**src/rtl/seq_divider.sv**
```systemverilog
// Iterative non-restoring divider, one quotient bit per clock.
// Define SEQ_DIVIDER_SIGNED_EN for two's-complement operands and results.
module seq_divider #(
  parameter int WIDTH = 8
) (
  input  logic             clk,
  input  logic             clrff_n,
  input  logic             start,
  input  logic [WIDTH-1:0] dividend,
  input  logic [WIDTH-1:0] divisor,
  output logic             busy,
  output logic             done,
  output logic [WIDTH-1:0] quotient,
  output logic [WIDTH-1:0] remainder,
  output logic             div_by_zero
);

  localparam int CW = $clog2(WIDTH);

  typedef enum logic [1:0] {
    S_IDLE,
    S_CALC,
    S_FIX,
    S_DONE
  } state_t;

  state_t           r_state;
  state_t           w_next;
  logic [CW-1:0]    r_cnt;
  logic [WIDTH:0]   r_p;
  logic [WIDTH-1:0] r_q;
  logic [WIDTH-1:0] r_d;

  logic             w_dz;
  logic             w_last;
  logic [WIDTH-1:0] w_nmag;
  logic [WIDTH-1:0] w_dmag;
  logic [WIDTH:0]   w_pshift;
  logic [WIDTH:0]   w_pnext;
  logic [WIDTH-1:0] w_qnext;
  logic [WIDTH-1:0] w_rmag;
  logic [WIDTH-1:0] w_qres;
  logic [WIDTH-1:0] w_rres;

  assign w_dz   = (divisor == '0);
  assign w_last = (r_cnt == CW'(WIDTH - 1));

`ifdef SEQ_DIVIDER_SIGNED_EN
  logic r_qneg;
  logic r_rneg;
  logic w_nneg;
  logic w_dneg;

  assign w_nneg = dividend[WIDTH-1];
  assign w_dneg = divisor[WIDTH-1];
  assign w_nmag = w_nneg ? -dividend : dividend;
  assign w_dmag = w_dneg ? -divisor : divisor;
`else
  assign w_nmag = dividend;
  assign w_dmag = divisor;
`endif

  // P is kept modulo 2^(WIDTH+1); the true value always lies in [-D, D)
  assign w_pshift = {r_p[WIDTH-1:0], r_q[WIDTH-1]};
  assign w_pnext  = r_p[WIDTH] ? (w_pshift + {1'b0, r_d})
                               : (w_pshift - {1'b0, r_d});
  assign w_qnext  = {r_q[WIDTH-2:0], ~w_pnext[WIDTH]};

  assign w_rmag = r_p[WIDTH] ? (r_p[WIDTH-1:0] + r_d)
                             : r_p[WIDTH-1:0];

`ifdef SEQ_DIVIDER_SIGNED_EN
  assign w_qres = r_qneg ? -r_q : r_q;
  assign w_rres = r_rneg ? -w_rmag : w_rmag;
`else
  assign w_qres = r_q;
  assign w_rres = w_rmag;
`endif

  always_ff @(posedge clk) begin
    if (!clrff_n) begin
      r_state <= S_IDLE;
    end else begin
      r_state <= w_next;
    end
  end

  always_comb begin
    w_next = r_state;
    busy   = 1'b0;
    done   = 1'b0;
    unique case (r_state)
      S_IDLE: begin
        if (start) begin
          w_next = w_dz ? S_DONE : S_CALC;
        end
      end
      S_CALC: begin
        busy = 1'b1;
        if (w_last) begin
          w_next = S_FIX;
        end
      end
      S_FIX: begin
        busy   = 1'b1;
        w_next = S_DONE;
      end
      S_DONE: begin
        done   = 1'b1;
        w_next = S_IDLE;
      end
      default: begin
        w_next = S_IDLE;
      end
    endcase
  end

  always_ff @(posedge clk) begin
    if (!clrff_n) begin
      r_cnt       <= '0;
      r_p         <= '0;
      r_q         <= '0;
      r_d         <= '0;
      quotient    <= '0;
      remainder   <= '0;
      div_by_zero <= 1'b0;
`ifdef SEQ_DIVIDER_SIGNED_EN
      r_qneg      <= 1'b0;
      r_rneg      <= 1'b0;
`endif
    end else begin
      unique case (r_state)
        S_IDLE: begin
          if (start) begin
            r_cnt <= '0;
            r_p   <= '0;
            r_q   <= w_nmag;
            r_d   <= w_dmag;
`ifdef SEQ_DIVIDER_SIGNED_EN
            r_qneg <= w_nneg ^ w_dneg;
            r_rneg <= w_nneg;
`endif
            if (w_dz) begin
              quotient    <= '1;
              remainder   <= dividend;
              div_by_zero <= 1'b1;
            end else begin
              div_by_zero <= 1'b0;
            end
          end
        end
        S_CALC: begin
          r_p   <= w_pnext;
          r_q   <= w_qnext;
          r_cnt <= r_cnt + 1'b1;
        end
        S_FIX: begin
          quotient  <= w_qres;
          remainder <= w_rres;
        end
        default: begin
        end
      endcase
    end
  end

endmodule
```
**config.mk**
```make
export PLATFORM = sky130hd
export DESIGN_NAME = seq_divider
export DESIGN_NICKNAME = d
export VERILOG_FILES = /design/src/rtl/seq_divider.sv
export SDC_FILE = /design/constraint.sdc
export NUM_CORES = 1
export LEC_CHECK = 0
export BUFFER_PORTS_ARGS = -buffer_cell sky130_fd_sc_hd__buf_4
export CORE_ASPECT_RATIO = 1.25
export CORE_MARGIN = 8
export CORE_UTILIZATION = 30
export CTS_CLUSTER_DIAMETER = 50
export DETAILED_ROUTE_END_ITERATION = 7
export PLACE_DENSITY_LB_ADDON = 0.25
export SETUP_SLACK_MARGIN = 0.1
export SLEW_MARGIN = 20
export SYNTH_ARGS = -nofsm -noshare
export SYNTH_HDL_FRONTEND = slang
export SYNTH_SLANG_ARGS = --single-unit
export TNS_END_PERCENT = 30
```
**constraint.sdc**
```tcl
create_clock -name clk -period 4.8 [get_ports clk]
set_input_delay 0.48 -clock clk [delete_from_list [all_inputs] [get_ports clk]]
set_output_delay 0.48 -clock clk [all_outputs]
set_load 0.05 [all_outputs]
```
# Word-level counts from Yosys, hierarchy flattened
# Cells that the tools add are included.
[classes]
bitwise = 1
mux = 21
add_sub_neg = 4
reduce_logical = 9
eq_ne = 7
[ops]
columns = ["cell", "n"]
rows = [
  ["$mux 8", 6],
  ["$pmux 8 s2", 3],
  ["$mux 9", 2],
  ["$pmux 9 s2", 1],
  ["$add 9x8->9", 1],
  ["$sub 9x8->9", 1],
  ["$add 8x8->8", 1],
  ["$logic_not 8->1", 1],
  ["$pmux 2 s4", 1],
  ["$mux 2", 3],
  ["$ne 2x2->1 const B", 3],
  ["$pmux 3 s2", 1],
  ["$reduce_and 2->1", 3],
  ["$eq 2x2->1 const B", 2],
  ["$reduce_bool 2->1", 2],
  ["$add 3x1->3 const B", 1],
  ["$eq 3x3->1 const B", 1],
  ["$mux 1", 3],
  ["$mux 3", 1],
  ["$reduce_and 3->1", 1],
  ["$eq 2x1->1 const B", 1],
  ["$logic_not 2->1", 1],
  ["$reduce_or 2->1", 1],
  ["$not 1->1", 1],
]
[totals]
regBits = 47
wordCells = 50
inputBits = 19

# Logic depth before layout (Yosys ltp)
# Gate-level depths: netlist of the first run.
[logic_depth]
word_depth = 4
depth_mapped = 10
depth_no_buf = 10

# Worst setup path after synthesis of the first run
# OpenSTA, ideal clock, no wires.
[synth_timing]
path_kind = "flip-flop to flip-flop"
start = "register r_p[8]"
end = "register r_q[0]"
period_less_slack_ns = 3.010
arrival_ns = 2.888
required_time_ns = 4.678
path_stages_with_launch = 10
setup_slack_ns = 1.790
cell_sequence = "dfxtp_1 clkbuf_1 clkbuf_1 mux2_2 fa_1 a211oi_1 nor3_1 a211oi_1 mux2i_1 a221o_1"
[synth_via]
elab_chain_cells = 3
[synth_rtl]
columns = ["element", "line", "rtl"]
rows = [
  ["from (decl)", "30", "logic [WIDTH:0] r_p;"],
  ["from (signal assigned)", "153", "r_p <= w_pnext;"],
  ["$mux 9", "65", "assign w_pnext = r_p[WIDTH] ? (w_pshift + {1'b0, r_d})"],
  ["$not 1->1", "67", "assign w_qnext = {r_q[WIDTH-2:0], ~w_pnext[WIDTH]};"],
  ["$pmux 8 s2", "132", "unique case (r_state)"],
  ["to (signal assigned)", "137", "r_q <= w_nmag;"],
  ["to (signal assigned)", "154", "r_q <= w_qnext;"],
  ["to (decl)", "31", "logic [WIDTH-1:0] r_q;"],
]
# No other way between the ends.
# A chain may end at the register's enable or synchronous reset.

# Worst setup path in the final report of the first run
# Ends and elaborated chain as after synthesis.

==> results of run 1 <==
worst paths after layout:
path                     start      endpoint  cells past startpoint
hold reg to reg   remainder[3]  remainder[3]                      2
setup reg to reg        r_p[8]        r_q[0]                      7
hold / removal      divisor[3]        r_d[3]                      3
setup / recovery        r_p[8]        r_q[0]                      7
logic make-up (layout without fill, tap and decap cells):
family                   after synthesis  in the layout  synth area share
AO/OA/AOI/OAI                         98             98             0.243
XOR/XNOR                              12             12            0.0342
adder cells (fa/ha/maj)               24             24             0.103
buffers and inverters                 31             57            0.0517
flip-flops                            47             47             0.306
multiplexers                          19             19            0.0623
AND/OR/NAND/NOR                      116            116             0.201
registers in the layout (all words and copies together) (netlist names):
register	flops
r_p	9
quotient	8
r_d	8
r_q	8
remainder	8
r_cnt	3
r_state	2
div_by_zero	1
layout make-up:
cell class,instances,share of cell area
Tap cell,129,0.0452
Multi-Input combinational cell,269,0.553
Timing Repair Buffer,39,0.0820
Inverter,11,0.0116
Clock buffer,6,0.0361
Clock inverter,1,0.00841
Sequential cell,47,0.264
power breakdown:
| group | internal, W | switching (W) | total, W |
|---|---|---|---|
| clock | 0.000243 | 0.000147 | 0.000390 |
| combinational | 0.000368 | 0.000563 | 0.000931 |
| sequential | 0.000481 | 0.000108 | 0.000588 |
synthesized netlist by cell type (4+ instances only):
cell,number,area share
a211oi_1,4,0.0098
a21boi_0,9,0.022
a21o_1,6,0.015
a21oi_1,13,0.021
a22oi_1,7,0.017
and2_1,4,0.0081
buf_2,6,0.0098
clkbuf_1,10,0.012
dfxtp_1,47,0.31
ha_1,22,0.090
inv_1,11,0.013
mux2i_1,18,0.059
nand2_1,37,0.045
nand3_1,7,0.011
nand3b_1,8,0.020
nor2_1,20,0.024
nor2b_1,14,0.028
nor3_1,5,0.0081
o211a_1,17,0.055
o21ai_0,15,0.024
xor2_1,10,0.028
layer usage:
layer	vias up	track usage	wire (um)
met3	6	0.0233	362
met4	0	0.0373	98
met5	-	0	0
met2	45	0.208	3950
met1	1190	0.133	3370
li1	1318	-	-
worst max-delay path, stage by stage (launching register included):
cell	delay, ps
dfxtp_1	920
mux2_2	440
fa_1	450
a211oi_1	300
nor3_1	100
a211oi_1	390
mux2i_1	140
a221o_1	260
metrics by stage:
step / setup slack, ps / instance area [um2]
finish: 1680 / 3570
global route: 1520 / 3570
CTS: 1740 / 3570
detailed placement: 1760 / 3410
global placement: 1790 / 3410
floorplan: 1790 / 3070
==> flow_metrics.env, run 1 <==
export IMPL_status="finished clean"
export IMPL_cts_tree="done"
export IMPL_max_cap_viol_count=0
export IMPL_routed_wl_um=7780
export IMPL_maxSlewViolCount=0
export IMPL_tightestPinTransition_ps=912
export IMPL_root_buffer="clkbuf_16"
export IMPL_die_area_um2=13800
export IMPL_syn_avg_cell_area_um2=8.86
export IMPL_gr_total_overflow=0
export IMPL_antenna_found_initial=0
export IMPL_remaining_drc_errors=0
export IMPL_drtAntennaViolNets=0
export IMPL_power_density_nw_per_um2=535
export IMPL_rsz0062_at_grt="false"
export IMPL_async_reset_ff_frac=0
export IMPL_synth_cells=347
export IMPL_postCtsHoldBufs=0
export IMPL_maxSlewHeadroom=0.391
export IMPL_reg2reg_slack_ps=1680
export IMPL_clock_skew_final_ps=7.35
export IMPL_clock_sinks=47
export IMPL_clk_pin_slew_ps=70
export IMPL_initial_core_util=0.306
export IMPL_area_growth_pct=16.1
export IMPL_fin_crit_ps=3120
export IMPL_fill_cells=1085
export IMPL_hp_class="in -> reg"
export IMPL_cp_max_fo=24
export IMPL_multiInputGateArea_um2=1970
export IMPL_layout_drive_gt1_share=0.147
export IMPL_grt_pass1_wl_um=12800
export IMPL_cp_data_required_time_ps=4980
export IMPL_worstSetupEndpointType="flop"
export IMPL_numCtsBuffers=5
export IMPL_fin_tns_setup_ps=0
export IMPL_nets=416
export IMPL_cp_start_kind="flop"
export IMPL_hold_violations=0
export IMPL_vias=2559
export IMPL_final_util=0.355
export IMPL_synth_seq_area_share=0.306
export IMPL_final_cell_count_no_fill=502
export IMPL_ctsResizeCount=0
export IMPL_hpwl_um=5930
export IMPL_syn_nets=390
export IMPL_io_buffers=37
export IMPL_wl_per_cell_um=15.5
export IMPL_irDropWorstVdd_mv=0.207
export IMPL_drt_iter0_drc=132
export IMPL_clock_latency_ps=290
export IMPL_pin_count=38
export IMPL_post_cts_buffers=0
export IMPL_gp_congestion=0.798
export IMPL_yosysUniqueCellTypes=59
export IMPL_holdWs_ps=452
export IMPL_yosys_warnings=0
export IMPL_critPathKind="reg -> reg"
export IMPL_die_width_um=107
export IMPL_synthFlopType="dfxtp_1"
export IMPL_drtPass1Iterations=4
export IMPL_grt_pass1_vias=2521
export IMPL_syn_area_um2=3070
export IMPL_power_leakage_nw=1.67
export IMPL_core_area_um2=10100
export IMPL_setup_viol=0
export IMPL_antenna_cells=0
export IMPL_layout_commonest_cell="dfxtp_1"
export IMPL_grt_usage=0.115
export IMPL_fmax_mhz=321
export IMPL_fp_dieH_um=129
export IMPL_design_power_total_w=0.00191
export IMPL_h_tree_depth=2
export IMPL_layout_common_cells="47 x dfxtp_1, 39 x buf_4, 37 x nand2_1"
export IMPL_fin_crit_sh=0.650
export IMPL_numPlacedInstances=495
export IMPL_ys_ff_latch=47
export IMPL_synth_enable_flop_cells=0
export IMPL_cts_buffer_depth=2
export IMPL_avgViaCountPerCell=5.10
export IMPL_regArea_um2=941
export IMPL_arrival_ps=3300
export IMPL_rows=41
export IMPL_grt_max_degree=49
No activity file was read; power rests on OpenSTA's default activity.
==> run 2: changes to the inputs <==
==> constraint.sdc (replaced) <==
create_clock -name clk -period 3 [get_ports clk]
set_input_delay 0.3 -clock clk [delete_from_list [all_inputs] [get_ports clk]]
set_output_delay 0.3 -clock clk [all_outputs]
set_load 0.05 [all_outputs]
==> flow_metrics.env, run 2 (same netlist as run 1, synthesis figures left out) <==
export IMPL_antenna_cells=0
export IMPL_clock_skew_final_ps=6.40
export IMPL_grt_usage=0.117
export IMPL_vias=2594
export IMPL_cpPeakStageDelay_ps=450
export IMPL_fp_dieH_um=129
export IMPL_fin_crit_ps=2760
export IMPL_layout_common_cells="47 x dfxtp_1, 44 x buf_4, 37 x nand2_1"
export IMPL_drtPass1Iterations=4
export IMPL_clk_pin_slew_ps=60
export IMPL_gr_total_overflow=0
export IMPL_power_leakage_nw=1.71
export IMPL_p_comb_frac=0.493
export IMPL_reg2reg_slack_ps=240
export IMPL_power_density_nw_per_um2=879
export IMPL_max_cap_viol_count=0
export IMPL_irDropWorstVdd_mv=0.272
export IMPL_grt_pass1_wl_um=13000
export IMPL_gp_congestion=0.820
export IMPL_arrival_ps=2940
export IMPL_drt_iter0_drc=182
export IMPL_pwr_share_clk=0.223
export IMPL_p_int_w=0.00187
export IMPL_avgViaCountPerCell=5.11
export IMPL_fin_crit_sh=0.919
export IMPL_layout_commonest_cell="dfxtp_1"
export IMPL_remaining_drc_errors=0
export IMPL_grt_pass1_vias=2605
export IMPL_cp_max_fo=6
export IMPL_fmax_mhz=363
export IMPL_pin_count=38
export IMPL_core_area_um2=10100
export IMPL_cp_data_required_time_ps=3180
export IMPL_wl_per_cell_um=15.5
export IMPL_grt_max_degree=49
export IMPL_path_buf_inv=1
export IMPL_die_area_um2=13800
export IMPL_area_growth_pct=18.8
export IMPL_drtAntennaViolNets=0
export IMPL_clock_latency_ps=290
export IMPL_rsz0062_at_grt="false"
export IMPL_layout_drive_gt1_share=0.166
export IMPL_routed_wl_um=7900
export IMPL_numCtsBuffers=5
export IMPL_final_cell_count_no_fill=508
export IMPL_h_tree_depth=2
export IMPL_largest_reg_flops=9
export IMPL_cts_tree="done"
export IMPL_worstSetupEndpointType="flop"
export IMPL_initial_core_util=0.306
export IMPL_holdWs_ps=278
export IMPL_die_width_um=107
export IMPL_fill_cells=1079
export IMPL_maxSlewViolCount=0
export IMPL_antenna_found_initial=0
export IMPL_setup_viol=0
export IMPL_design_power_total_w=0.00321
export IMPL_fin_tns_setup_ps=0
export IMPL_critPathTopFamily="compound AO/OA/AOI/OAI gates"
export IMPL_status="finished clean"
export IMPL_cp_cell_sequence="inv_1, ha_1, mux2_2, fa_1, a211oi_1, nor3_1, a211oi_2, mux2i_1, a221o_1"
export IMPL_switching_power_w=0.00134
export IMPL_cts_buffer_depth=2
export IMPL_critPathKind="reg -> reg"
export IMPL_rows=41
export IMPL_hold_violations=0
export IMPL_hp_class="in -> reg"
export IMPL_maxSlewHeadroom=0.618
export IMPL_critical_path_slowest_cell="fa_1"
export IMPL_tightestPinTransition_ps=572
export IMPL_numPlacedInstances=500
export IMPL_hpwl_um=6230
export IMPL_pwr_share_seq=0.285
export IMPL_root_buffer="clkbuf_16"
export IMPL_io_buffers=37
export IMPL_nets=421
export IMPL_swShare=0.417
export IMPL_cp_start_kind="flop"
export IMPL_clock_sinks=47
export IMPL_top_register="r_p"
run 2: metrics by stage:
| stage | utilization | setup slack (ps) | area, um2 |
|---|---|---|---|
| 4_1_cts | 0.362 | 173 | 3640 |
| 3_3_place_gp | 0.343 | 127 | 3450 |
| 3_5_place_dp | 0.343 | 52.2 | 3450 |
| 2_1_floorplan | - | 196 | 3080 |
| 6_report | 0.363 | 243 | 3650 |
| 5_1_grt | 0.363 | 120 | 3650 |
run 2: worst reg2reg max path, stage by stage, from the launching register on:
cell and delay (ps):
dfxtp_1 430, inv_1 110, ha_1 280, mux2_2 290
fa_1 450, a211oi_1 310, nor3_1 120, a211oi_2 280
mux2i_1 120, a221o_1 260
run 2: layer usage:
metal / up-vias / share of wire / GRT usage
met5: - / 0 / 0
met4: 0 / 0.027 / 0.0473
met3: 14 / 0.046 / 0.0238
met2: 49 / 0.50 / 0.208
met1: 1208 / 0.43 / 0.135
li1: 1323 / - / -
run 2: path summary, 6_finish.rpt:
| path | cells after the start | end | start |
|---|---|---|---|
| max | 9 | r_q[0] | r_d[1] |
| min | 3 | r_d[2] | divisor[2] |
| max reg2reg | 9 | r_q[0] | r_d[1] |
| min reg2reg | 2 | remainder[3] | remainder[3] |
run 2: area by class of cell:
type                       instances  area, um2  area share
tap                              129        161      0.0442
sequential                        47        941       0.258
multi-input combinational        269       1990       0.545
timing repair buffer              44        330      0.0905
clock buffer                       6        129      0.0353
clock inverter                     2       60.1      0.0164
inverter                          11       41.3      0.0113
run 2: power groups by stage:
stage	logic (W)	registers, W	clock network, W
after global routing	0.00175	0.000938	0.000763
after CTS	0.00160	0.000912	0.000735
after detailed placement	0.00158	0.000927	0
after global placement	0.00157	0.000925	0
after floorplan	0.00110	0.00101	0
final	0.00158	0.000913	0.000715
run 2: what timing repair did:
item / CTS / global route
hold endpoints to repair: 0 / 0
pin swaps: 0 / 1
endpoints found under the setup margin: 1 / 2
resized for setup: 1 / 2
buffers inserted: 0 / 0
gates cloned: 0 / 0
hold buffers: 0 / 0
